`src/rtl/demod_slicer_pkg.sv`:
```
// Shared types and helpers for the 16QAM symbol-decision stage.
package demod_pkg;

  typedef logic [1:0] sym2_t;

  // Natural offset binary levels; Gray/differential decoding happens downstream.
  localparam sym2_t LVL_M3 = 2'b00;
  localparam sym2_t LVL_M1 = 2'b01;
  localparam sym2_t LVL_P1 = 2'b10;
  localparam sym2_t LVL_P3 = 2'b11;

  function automatic int unsigned acc_width(input int unsigned sample_w,
                                            input int unsigned sps);
    return sample_w + $clog2(sps);
  endfunction

endpackage

```
`src/rtl/demod_slicer_if.sv`:
```
// Sample-in / decision-out bundle between the front end and the slicer.
interface demod_slicer_if
  import demod_pkg::*;
#(
  parameter int unsigned SAMPLE_W = 12
);
  logic                       sample_valid;
  logic signed [SAMPLE_W-1:0] i_sample;
  logic signed [SAMPLE_W-1:0] q_sample;
  logic                       sym_align;
  sym2_t                      sym_i;
  sym2_t                      sym_q;
  logic                       sym_valid;

  modport master (
    output sample_valid, i_sample, q_sample, sym_align,
    input  sym_i, sym_q, sym_valid
  );

  modport slave (
    input  sample_valid, i_sample, q_sample, sym_align,
    output sym_i, sym_q, sym_valid
  );
endinterface

```
`src/rtl/demod_slicer_axis.sv`:
```
// One axis: integrate-and-dump, saturating magnitude and four-level slice.
module slicer_axis
  import demod_pkg::*;
#(
  parameter int unsigned SAMPLE_W = 12,
  parameter int unsigned ACC_W    = 16
) (
  input  logic                       clk,
  input  logic                       rst,
  input  logic                       i_valid,
  input  logic                       i_align,
  input  logic                       i_last,
  input  logic signed [SAMPLE_W-1:0] i_sample,
  input  logic        [ACC_W-1:0]    i_thr,
  output logic        [ACC_W-1:0]    o_mag,
  output sym2_t                      o_lvl
);
  localparam logic [ACC_W-1:0] ACC_MIN = {1'b1, {(ACC_W-1){1'b0}}};
  localparam logic [ACC_W-1:0] ACC_MAX = {1'b0, {(ACC_W-1){1'b1}}};

  logic signed [ACC_W-1:0] r_acc;
  logic signed [ACC_W-1:0] r_acc_d;
  logic signed [ACC_W-1:0] w_ext;
  logic signed [ACC_W-1:0] w_sum;
  logic        [ACC_W-1:0] w_raw;
  logic                    w_neg;
  logic                    w_ge;

  assign w_ext = {{(ACC_W-SAMPLE_W){i_sample[SAMPLE_W-1]}}, i_sample};
  assign w_sum = r_acc + w_ext;
  assign w_raw = r_acc_d;
  assign w_neg = w_raw[ACC_W-1];

  always_ff @(posedge clk) begin
    if (rst) begin
      r_acc   <= '0;
      r_acc_d <= '0;
    end else if (i_align) begin
      r_acc <= i_valid ? w_ext : '0;
    end else if (i_valid) begin
      if (i_last) begin
        r_acc_d <= w_sum;
        r_acc   <= '0;
      end else begin
        r_acc <= w_sum;
      end
    end
  end

  always_comb begin
    o_mag = w_raw;
    if (w_neg) o_mag = (w_raw == ACC_MIN) ? ACC_MAX : (~w_raw + ACC_W'(1));
  end

  assign w_ge = (o_mag >= i_thr);

  always_comb begin
    o_lvl = LVL_P1;
    case ({w_neg, w_ge})
      2'b11:   o_lvl = LVL_M3;
      2'b10:   o_lvl = LVL_M1;
      2'b00:   o_lvl = LVL_P1;
      default: o_lvl = LVL_P3;
    endcase
  end

endmodule

```
`src/rtl/demod_slicer.sv`:
```
// 16QAM symbol decision: I/Q integrate-and-dump, adaptive threshold, lock flag.
module demod_slicer
  import demod_pkg::*;
#(
  parameter  int unsigned SAMPLE_W  = 12,
  parameter  int unsigned SPS       = 16,
  parameter  int unsigned AVG_SHIFT = 4,
  parameter  int unsigned THR_INIT  = 2048,
  parameter  int unsigned LOCK_SYMS = 64,
  localparam int unsigned ACC_W     = acc_width(SAMPLE_W, SPS)
) (
  input  logic              clk,
  input  logic              rst,
  demod_slicer_if.slave     bus,
  output logic [ACC_W-1:0]  threshold,
  output logic              locked
);
  localparam int unsigned TW    = ACC_W + AVG_SHIFT;
  localparam int unsigned CNT_W = $clog2(SPS);
  localparam int unsigned LCW   = $clog2(LOCK_SYMS + 1);

  localparam logic [CNT_W-1:0] CNT_LAST  = CNT_W'(SPS - 1);
  localparam logic [LCW-1:0]   LOCK_MAX  = LCW'(LOCK_SYMS);
  localparam logic [TW-1:0]    THR_RST   = TW'(THR_INIT) << AVG_SHIFT;
  localparam logic [TW:0]      THR_FLOOR = (TW+1)'(1) << AVG_SHIFT;

  logic [CNT_W-1:0] r_cnt;
  logic             r_pend;
  logic [TW-1:0]    r_thr;
  logic [LCW-1:0]   r_lock_cnt;
  logic             r_locked;

  logic             w_last;
  logic [ACC_W-1:0] w_mag_i;
  logic [ACC_W-1:0] w_mag_q;
  sym2_t            w_lvl_i;
  sym2_t            w_lvl_q;
  logic [ACC_W:0]   w_magsum;
  logic [ACC_W-1:0] w_half;
  logic [TW:0]      w_upd;

  assign w_last = (r_cnt == CNT_LAST);

  slicer_axis #(.SAMPLE_W(SAMPLE_W), .ACC_W(ACC_W)) u_axis_i (
    .clk      (clk),
    .rst      (rst),
    .i_valid  (bus.sample_valid),
    .i_align  (bus.sym_align),
    .i_last   (w_last),
    .i_sample (bus.i_sample),
    .i_thr    (threshold),
    .o_mag    (w_mag_i),
    .o_lvl    (w_lvl_i)
  );

  slicer_axis #(.SAMPLE_W(SAMPLE_W), .ACC_W(ACC_W)) u_axis_q (
    .clk      (clk),
    .rst      (rst),
    .i_valid  (bus.sample_valid),
    .i_align  (bus.sym_align),
    .i_last   (w_last),
    .i_sample (bus.q_sample),
    .i_thr    (threshold),
    .o_mag    (w_mag_q),
    .o_lvl    (w_lvl_q)
  );

  assign threshold = r_thr[TW-1:AVG_SHIFT];
  assign locked    = r_locked;

  // Averager step in TW+1 bits: the top bit flags overflow for ceiling saturation.
  assign w_magsum = {1'b0, w_mag_i} + {1'b0, w_mag_q};
  assign w_half   = ACC_W'(w_magsum >> 1);
  assign w_upd    = {1'b0, r_thr} + {{(AVG_SHIFT+1){1'b0}}, w_half}
                  - {{(AVG_SHIFT+1){1'b0}}, threshold};

  always_ff @(posedge clk) begin
    if (rst) begin
      r_cnt  <= '0;
      r_pend <= 1'b0;
    end else begin
      r_pend <= bus.sample_valid && w_last && !bus.sym_align;
      if (bus.sym_align)
        r_cnt <= bus.sample_valid ? CNT_W'(1) : '0;
      else if (bus.sample_valid)
        r_cnt <= w_last ? '0 : r_cnt + CNT_W'(1);
    end
  end

  always_ff @(posedge clk) begin
    if (rst) begin
      bus.sym_i     <= LVL_M3;
      bus.sym_q     <= LVL_M3;
      bus.sym_valid <= 1'b0;
      r_thr         <= THR_RST;
    end else begin
      bus.sym_valid <= r_pend;
      if (r_pend) begin
        bus.sym_i <= w_lvl_i;
        bus.sym_q <= w_lvl_q;
        if (w_upd[TW])              r_thr <= '1;
        else if (w_upd < THR_FLOOR) r_thr <= THR_FLOOR[TW-1:0];
        else                        r_thr <= w_upd[TW-1:0];
      end
    end
  end

  // Align restarts the lock count and drops locked on the following cycle.
  always_ff @(posedge clk) begin
    if (rst) begin
      r_lock_cnt <= '0;
      r_locked   <= 1'b0;
    end else if (bus.sym_align) begin
      r_lock_cnt <= '0;
      r_locked   <= 1'b0;
    end else begin
      r_locked <= (r_lock_cnt >= LOCK_MAX);
      if (r_pend && (r_lock_cnt != LOCK_MAX)) r_lock_cnt <= r_lock_cnt + LCW'(1);
    end
  end

endmodule

```
`src/flat_wrapper.sv`:
```
// flat-port wrapper written by rule: the top's interface ports become plain ports
module demod_slicer_flat import demod_pkg::*;
#(
  parameter  int unsigned SAMPLE_W  = 12,
  parameter  int unsigned SPS       = 16,
  parameter  int unsigned AVG_SHIFT = 4,
  parameter  int unsigned THR_INIT  = 2048,
  parameter  int unsigned LOCK_SYMS = 64,
  localparam int unsigned ACC_W     = acc_width(SAMPLE_W, SPS)
)
  (clk, rst, threshold, locked, bus_sample_valid, bus_i_sample, bus_q_sample, bus_sym_align, bus_sym_i, bus_sym_q, bus_sym_valid);
  demod_slicer_if #(.SAMPLE_W(SAMPLE_W)) bus_i ();
  input  logic clk;
  input  logic rst;
  output logic [ACC_W-1:0] threshold;
  output logic locked;
  input wire logic [$bits(bus_i.sample_valid)-1:0] bus_sample_valid;
  input wire logic [$bits(bus_i.i_sample)-1:0] bus_i_sample;
  input wire logic [$bits(bus_i.q_sample)-1:0] bus_q_sample;
  input wire logic [$bits(bus_i.sym_align)-1:0] bus_sym_align;
  output wire logic [$bits(bus_i.sym_i)-1:0] bus_sym_i;
  output wire logic [$bits(bus_i.sym_q)-1:0] bus_sym_q;
  output wire logic [$bits(bus_i.sym_valid)-1:0] bus_sym_valid;
  assign bus_i.sample_valid = bus_sample_valid;
  assign bus_i.i_sample = bus_i_sample;
  assign bus_i.q_sample = bus_q_sample;
  assign bus_i.sym_align = bus_sym_align;
  assign bus_sym_i = bus_i.sym_i;
  assign bus_sym_q = bus_i.sym_q;
  assign bus_sym_valid = bus_i.sym_valid;
  demod_slicer #(.SAMPLE_W(SAMPLE_W), .SPS(SPS), .AVG_SHIFT(AVG_SHIFT), .THR_INIT(THR_INIT), .LOCK_SYMS(LOCK_SYMS)) u_core (.clk(clk), .rst(rst), .bus(bus_i), .threshold(threshold), .locked(locked));
endmodule
```
`config.mk`:
```
export PLATFORM = sky130hd
export DESIGN_NAME = demod_slicer_flat
export DESIGN_NICKNAME = d
export VERILOG_FILES = /design/src/rtl/demod_slicer_pkg.sv /design/src/rtl/demod_slicer_if.sv /design/src/rtl/demod_slicer_axis.sv /design/src/rtl/demod_slicer.sv /design/src/flat_wrapper.sv
export SDC_FILE = /design/constraint.sdc
export NUM_CORES = 1
export LEC_CHECK = 0
export CAP_MARGIN = 20
export CORE_ASPECT_RATIO = 1.75
export CORE_MARGIN = 2
export CORE_UTILIZATION = 60
export DETAILED_ROUTE_END_ITERATION = 6
export PLACE_DENSITY_LB_ADDON = 0.15
export SKIP_LAST_GASP = 1
export SYNTH_ARGS = -nofsm -noshare
export SYNTH_HDL_FRONTEND = slang
export SYNTH_SLANG_ARGS = --single-unit
```
`constraint.sdc`:
```
create_clock -name clk -period 7.1 [get_ports clk]
set_input_delay 1.775 -clock clk [delete_from_list [all_inputs] [get_ports clk]]
set_output_delay 1.775 -clock clk [all_outputs]
set_load 0.05 [all_outputs]
```
; ---- Yosys cells after proc, flatten, opt, wreduce, memory -nomap -nowiden
; Index checks and enable logic that the tools add are counted.
[classes]
mux = 20
reduce_logical = 9
order_cmp = 4
n_bitwise = 3
n_addsub = 9
n_eq_ne = 8
[ops]
columns = operator, n
row1 = 16-bit two-way mux, 12
row2 = 20-bit two-way mux, 2
row3 = "16-bit by 1-bit adder with 16-bit output, second input constant", 2
row4 = 16-bit by 12-bit adder with 16-bit output, 2
row5 = "16-bit == test, second input constant", 2
row6 = 16-bit >= comparator, 2
row7 = 16-bit inverter, 2
row8 = 20-bit by 16-bit adder with 21-bit output, 1
row9 = "21-bit by 5-bit less-than comparator with 1-bit output, second input constant", 1
row10 = 21-bit by 16-bit subtractor with 21-bit output, 1
row11 = 16-bit by 16-bit adder with 17-bit output, 1
row12 = 4-bit two-way mux, 3
row13 = 2-bit one-hot mux with 3 select lines, 2
row14 = "2-bit == test, second input constant", 4
row15 = "7-bit by 1-bit adder with 7-bit output, second input constant", 1
row16 = "7-bit >= comparator, second input constant", 1
row17 = "7-bit inequality test, second input constant", 1
row18 = "4-bit by 1-bit adder with 4-bit output, second input constant", 1
row19 = "4-bit == test, second input constant", 1
row20 = 2-bit logical NOT, 2
row21 = 1-bit logical AND, 3
row22 = 3-bit AND reduction, 1
row23 = 2-bit nonzero test, 1
row24 = 2-bit OR reduction, 1
row25 = 3 further kinds, 3
[totals]
output_inout_bits = 22
wordCells = 65
register_bits = 102
in_bits = 28

; ---- Logic depth before layout (Yosys ltp)
[logic_depth]
word_depth = 10
depth_mapped = 29
mapped_depth_nobuf = 28

; ---- Modules after synthesis
; Synthesis repeated with hierarchy kept, for this count alone.
[hier_totals]
cells_unflattened = 1263
area_unflattened_um2 = 9869.5
[modules_own_cells]
columns = mod, area_per_inst_um2, seq_area_each_um2, cells_per_inst, instances
row1 = demod_slicer, 4172.8, 760.7, 518, 1
row2 = slicer_axis (u_core.u_axis_q), 2850.2, 640.6, 373, 1
row3 = slicer_axis (u_core.u_axis_i), 2846.5, 640.6, 372, 1

; ---- Least setup slack after synthesis
; Ideal clock, no wire load.
[synth_path]
path_kind = reg-to-reg
start = register u_core.u_axis_q.r_acc_d[0]
end = register u_core.r_thr[2]
slack_ns = 0.814
setup_ns = 0.140
period_less_slack_ns = 6.286
path_stages_with_launch = 29
arrival_time_ns = 6.146
n_path_buf = 1
required_ns = 6.960
cell_sequence = dfxtp_1 -> inv_1 -> ha_1 -> or4b_4 -> nor2_1 -> nand2_1 -> clkbuf_1 -> nand2_1 -> ha_1 -> nor2b_1 -> o21ai_0 -> nand2b_1 -> a21o_1 -> a31o_2 -> a41o_1 -> o41ai_1 -> o21ai_1 -> xor2_1 -> fa_1 -> ha_1 -> a21oi_1 -> o21ai_0 -> a21oi_1 -> o21ai_1 -> a211o_1 -> a2111oi_4 -> o221a_2 -> and4_4 -> a2111oi_2
[synth_between]
elab_chain_len = 10
word_cells_on_any_way = 11
classes_between = add/sub: 4 / order compare: 1 / eq/ne: 1 / mux: 4 / bitwise: 1
[synth_lines]
columns = item, line
row1 = start: declaration, demod_slicer_axis.sv:22  ; logic signed [ACC_W-1:0] r_acc_d;
row2 = start signal: assignment, demod_slicer_axis.sv:42  ; r_acc_d <= w_sum;
row3 = 16-bit inverter, demod_slicer_axis.sv:52  ; if (w_neg) o_mag = (w_raw == ACC_MIN) ? ACC_MAX : (~w_raw + ACC_W'(1));
row4 = 16-bit by 1-bit adder with 16-bit output, demod_slicer_axis.sv:52
row5 = 16-bit two-way mux, demod_slicer_axis.sv:52
row6 = 16-bit two-way mux *, demod_slicer_axis.sv:52
row7 = 16-bit by 16-bit adder with 17-bit output *, demod_slicer.sv:72  ; assign w_magsum = {1'b0, w_mag_i} + {1'b0, w_mag_q};
row8 = 20-bit by 16-bit adder with 21-bit output *, demod_slicer.sv:74  ; assign w_upd = {1'b0, r_thr} + {{(AVG_SHIFT+1){1'b0}}, w_half}
row9 = 21-bit by 16-bit subtractor with 21-bit output *, demod_slicer.sv:75  ; - {{(AVG_SHIFT+1){1'b0}}, threshold};
row10 = 21-bit by 5-bit less-than comparator with 1-bit output, demod_slicer.sv:102  ; else if (w_upd < THR_FLOOR) r_thr <= THR_FLOOR[TW-1:0];
row11 = 20-bit two-way mux, demod_slicer.sv:102
row12 = 20-bit two-way mux *, demod_slicer.sv:101  ; if (w_upd[TW]) r_thr <= '1;
row13 = end signal: assignment, demod_slicer.sv:102
row14 = end signal: assignment, demod_slicer.sv:103  ; else r_thr <= w_upd[TW-1:0];
row15 = end: declaration, demod_slicer.sv:29  ; logic [TW-1:0] r_thr;
; Mark *: on every way between the ends. The rest lies on a longest branch, timed or not.
; A chain may end at the register's enable or synchronous reset.

; ---- Worst setup path after layout
[layout_path]
start = register u_core.u_axis_i.r_acc_d[0]
end = register u_core.r_thr[1]
[layout_between]
elab_chain_len = 10
word_cells_on_any_way = 11
classes_between = add/sub: 4 / order compare: 1 / eq/ne: 1 / mux: 4 / bitwise: 1
[layout_lines]
columns = item, line
row1 = start: declaration, demod_slicer_axis.sv:22
row2 = start signal: assignment, demod_slicer_axis.sv:42
row3 = 16-bit inverter, demod_slicer_axis.sv:52
row4 = 16-bit by 1-bit adder with 16-bit output, demod_slicer_axis.sv:52
row5 = 16-bit two-way mux, demod_slicer_axis.sv:52
row6 = 16-bit two-way mux *, demod_slicer_axis.sv:52
row7 = 16-bit by 16-bit adder with 17-bit output *, demod_slicer.sv:72
row8 = 20-bit by 16-bit adder with 21-bit output *, demod_slicer.sv:74
row9 = 21-bit by 16-bit subtractor with 21-bit output *, demod_slicer.sv:75
row10 = 21-bit by 5-bit less-than comparator with 1-bit output, demod_slicer.sv:102
row11 = 20-bit two-way mux, demod_slicer.sv:102
row12 = 20-bit two-way mux *, demod_slicer.sv:101
; Marks and branches as above.

==> impl_results.md <==
- Fin crit period: 6.69 ns
- DR top layer: met4
- Worst reg-to-reg setup slack: 0.41 ns
- Critical path fanouts, max: 5
- Final period utilization: 94.3%
- Worst reg2reg startpoint: u_core.u_axis_i.r_acc_d[0]
- Die X: 96.6 um
- Num rows: 59
- CTS tree: done
- Gate Count Post-Synth: 1135
- Design Power: 0.00133 W
- Worst clock skew: 0.0110 ns
- Maxcap violations: 0
- Worst setup path class: reg -> reg
- Ys Warns: 0
- Ant. Diodes: 0
- Seq cells post-synth: 102
- Cell Area, Synth: 8990 sq um
- Placer's final routability congestion estimate: 0.946
- Die area: 16000 sq um
- Detailed Route WL: 23100 um
- Synth top area share: 22.7%
- Met2 Wirelength: 12500 um
- Initial DRT Pass Iterations: 5
- Netlist cell types: 77
- First-pass GRT wire length: 37900 um
- Initial antenna violation count: 0
- Slew Limit Fails: 0
- Layout area overhead: 9.81%
- Commonest non-fill, non-tap cell in the layout: nor2_1
- Final setup viols: 0
- Leak: 4.23 nW
- Cell area after placement: 9520 sq um
- Post-Syn Area per Cell: 7.92 sq um
- Ports: 50
- Critical Path Sink Type: register
- XOR/XNOR share of the synthesized area: 7.40%
- Post-synthesis simple-gate area fraction: 19.9%
- Initial Util: 60.9%
- DRT antenna net count: 0
- Synth Flop Type: dfxtp_1
- Reg2Reg Capture Point: u_core.r_thr[1]
- Share of cells above drive strength 1: 6.58%
- Post-Synth Adder-Cell Area: 19.1%
- DR WL met3: 665 um
- Vias per cell: 6.20
- Core Area: 14800 sq um
- Post-synthesis compound-gate area fraction: 25.2%
- Ys async rst share: 0%
- R2R cell count: 29
- Slew headroom: 26.8%
- Clock transition at path regs: 0.08 ns
- Final setup margin: 0.408 ns
- Worst Hold Depth: 2
- Final Hold Fails: 0
- Hold Buf Count CTS: 0
- Place WS: 0.191 ns
- Post-synth EDFFs: 0
- Worst-Margin Slew: 1.09 ns
- Max Clk Rate: 149 MHz
- Status: finished, final reports clean
- Finished Cell Area: 9880 sq um
- Via count: 8301
- Power per Cell Area: 134 nW/um^2
- Area contributors post-synth: dfxtp_1, ha_1, a21oi_1
- Hold path startpoint: u_core.r_lock_cnt[6]
- Maximum VDD drop: 0.109 mV
- Critical path arrival: 6.91 ns
- Post-DR wirelength/cell: 17.2 um
- Root Buffer Master: clkbuf_16
- Min-Delay Path Class: reg -> reg
- Total GRT Usage: 29.5%
- Max clock buf depth: 2
- Largest family of logic cells by synthesized area: compound AO/OA/AOI/OAI gates
- IO Port Bufs: 49
- Type of origin of the critical path: register
- # nets final: 1304
- Largest net degree at the start of global routing: 50
- DRT met1 WL: 8790 um
- CP required: 7.32 ns
- Worst path max stage delay: 0.53 ns
- Slowest CP cell: or4b_4
- Drt drc: 0
- Min Hold Slack: 0.464 ns
- Synth area leader: dfxtp_1
- Vias in the first global route: 8199
- DP HPWL: 17900 um
- Post-layout util: 66.9%
- First DRT Iteration DRCs: 420
- Commonest cells after routing, fill and taps aside: nor2_1, nand2_1, a21oi_1, ha_1, dfxtp_1
- TritonCTS Buffers: 9
- Post-Syn Nets: 1289
- H-tree depth: 3
- Die Y: 166 um
- WHS Endpoint: u_core.locked
- Clk sink count: 102
- Clock Latency Late Sink: 0.36 ns
- Seq/Total Area, Yosys: 22.7%
- Mux contribution to synthesized area: 0.487%
- Grt ovf: 0
-- flip-flops by register name (all words and copies together), names as in the netlist --
register,flops
u_core.r_thr,20
u_core.u_axis_i.r_acc,16
u_core.u_axis_i.r_acc_d,16
u_core.u_axis_q.r_acc,16
u_core.u_axis_q.r_acc_d,16
u_core.r_lock_cnt,7
u_core.r_cnt,4
u_core.bus.sym_i,2
u_core.bus.sym_q,2
u_core.bus.sym_valid,1
u_core.locked,1
u_core.r_pend,1
-- cell usage after synthesis, drive strengths merged (7+ instances only) --
cell,n
nor2,131
a21oi,123
nand2,120
ha,107
dfxtp,102
o21ai,52
inv,47
xnor2,45
clkbuf,39
a211oi,34
xor2,31
nor3,29
a21o,25
buf,21
fa,19
nand3,19
and3,17
o31ai,11
a22oi,10
nand2b,10
a221oi,9
nor4,9
or2,9
or3,9
nor2b,7
o211ai,7
o21a,7
-- metal layers --
metal  up-vias  global-route usage [%]
met5         -                       0
met4         0                    14.1
met3        62                    3.22
met2       183                    55.9
met1      3932                    30.7
li1       4124                       -
-- worst max-delay path, delay by kind of cell, from the launching register on --
kind                     cells  cell delay [ns]
flip-flops                   1             0.36
AO/OA/AOI/OAI               13             2.52
adder cells (fa/ha/maj)      4             1.43
buffers and inverters        3             0.35
XOR/XNOR                     1             0.20
AND/OR/NAND/NOR              8             1.70
-- report_power, final --
part	switching, W	internal [W]	leakage (nW)	total (W)
sequential	0.00000795	0.000585	0.827	0.000593
clock	0.000260	0.000258	0.149	0.000518
combinational	0.000121	0.0000942	3.25	0.000215
total	0.000389	0.000938	4.23	0.00133
-- worst max-delay path by stage --
stage	from	to	slack (ns)	cells past startpoint
finish	u_core.u_axis_i.r_acc_d[0]	u_core.r_thr[1]	0.41	29
floorplan	u_core.u_axis_q.r_acc_d[0]	u_core.r_thr[2]	0.81	28
global placement	u_core.u_axis_q.r_acc_d[0]	u_core.r_thr[2]	0.36	27
CTS	u_core.u_axis_q.r_acc_d[0]	u_core.r_thr[1]	0.15	27
global route	u_core.u_axis_q.r_acc_d[0]	u_core.r_thr[2]	-0.01	27
detailed placement	u_core.u_axis_q.r_acc_d[0]	u_core.r_thr[1]	0.19	27
-- layout make-up --
cell class | count | area [sq um]
multi-input combinational | 925 | 6520
fill | 1328 | 4890
timing repair buffer | 64 | 603
clock inverter | 6 | 67.6
inverter | 48 | 180
sequential | 102 | 2040
tap | 183 | 229
clock buffer | 10 | 239
-- what timing repair did --
item,4_1_cts,5_1_grt
endpoints found under the setup margin,0,14
resized for setup,0,7
setup buffers,0,1
endpoints found under the hold margin,0,0
-- cell families (layout without fill, tap and decap cells) --
logic type,Yosys count,after routing
flip-flops,102,102
adder cells (fa/ha/maj),126,126
buffers and inverters,108,128
AND/OR/NAND/NOR,380,380
AO/OA/AOI/OAI,339,339
multiplexers,4,4
XOR/XNOR,76,76
-- metrics by stage --
step / setup TNS, ns / cells
after CTS: 0 / 1335
after detailed placement: 0 / 1319
final: 0 / 1338
after floorplan: 0 / 1135
after global routing: -0.0146 / 1338
after global placement: 0 / 1319
No activity file was read; power rests on OpenSTA's default activity.
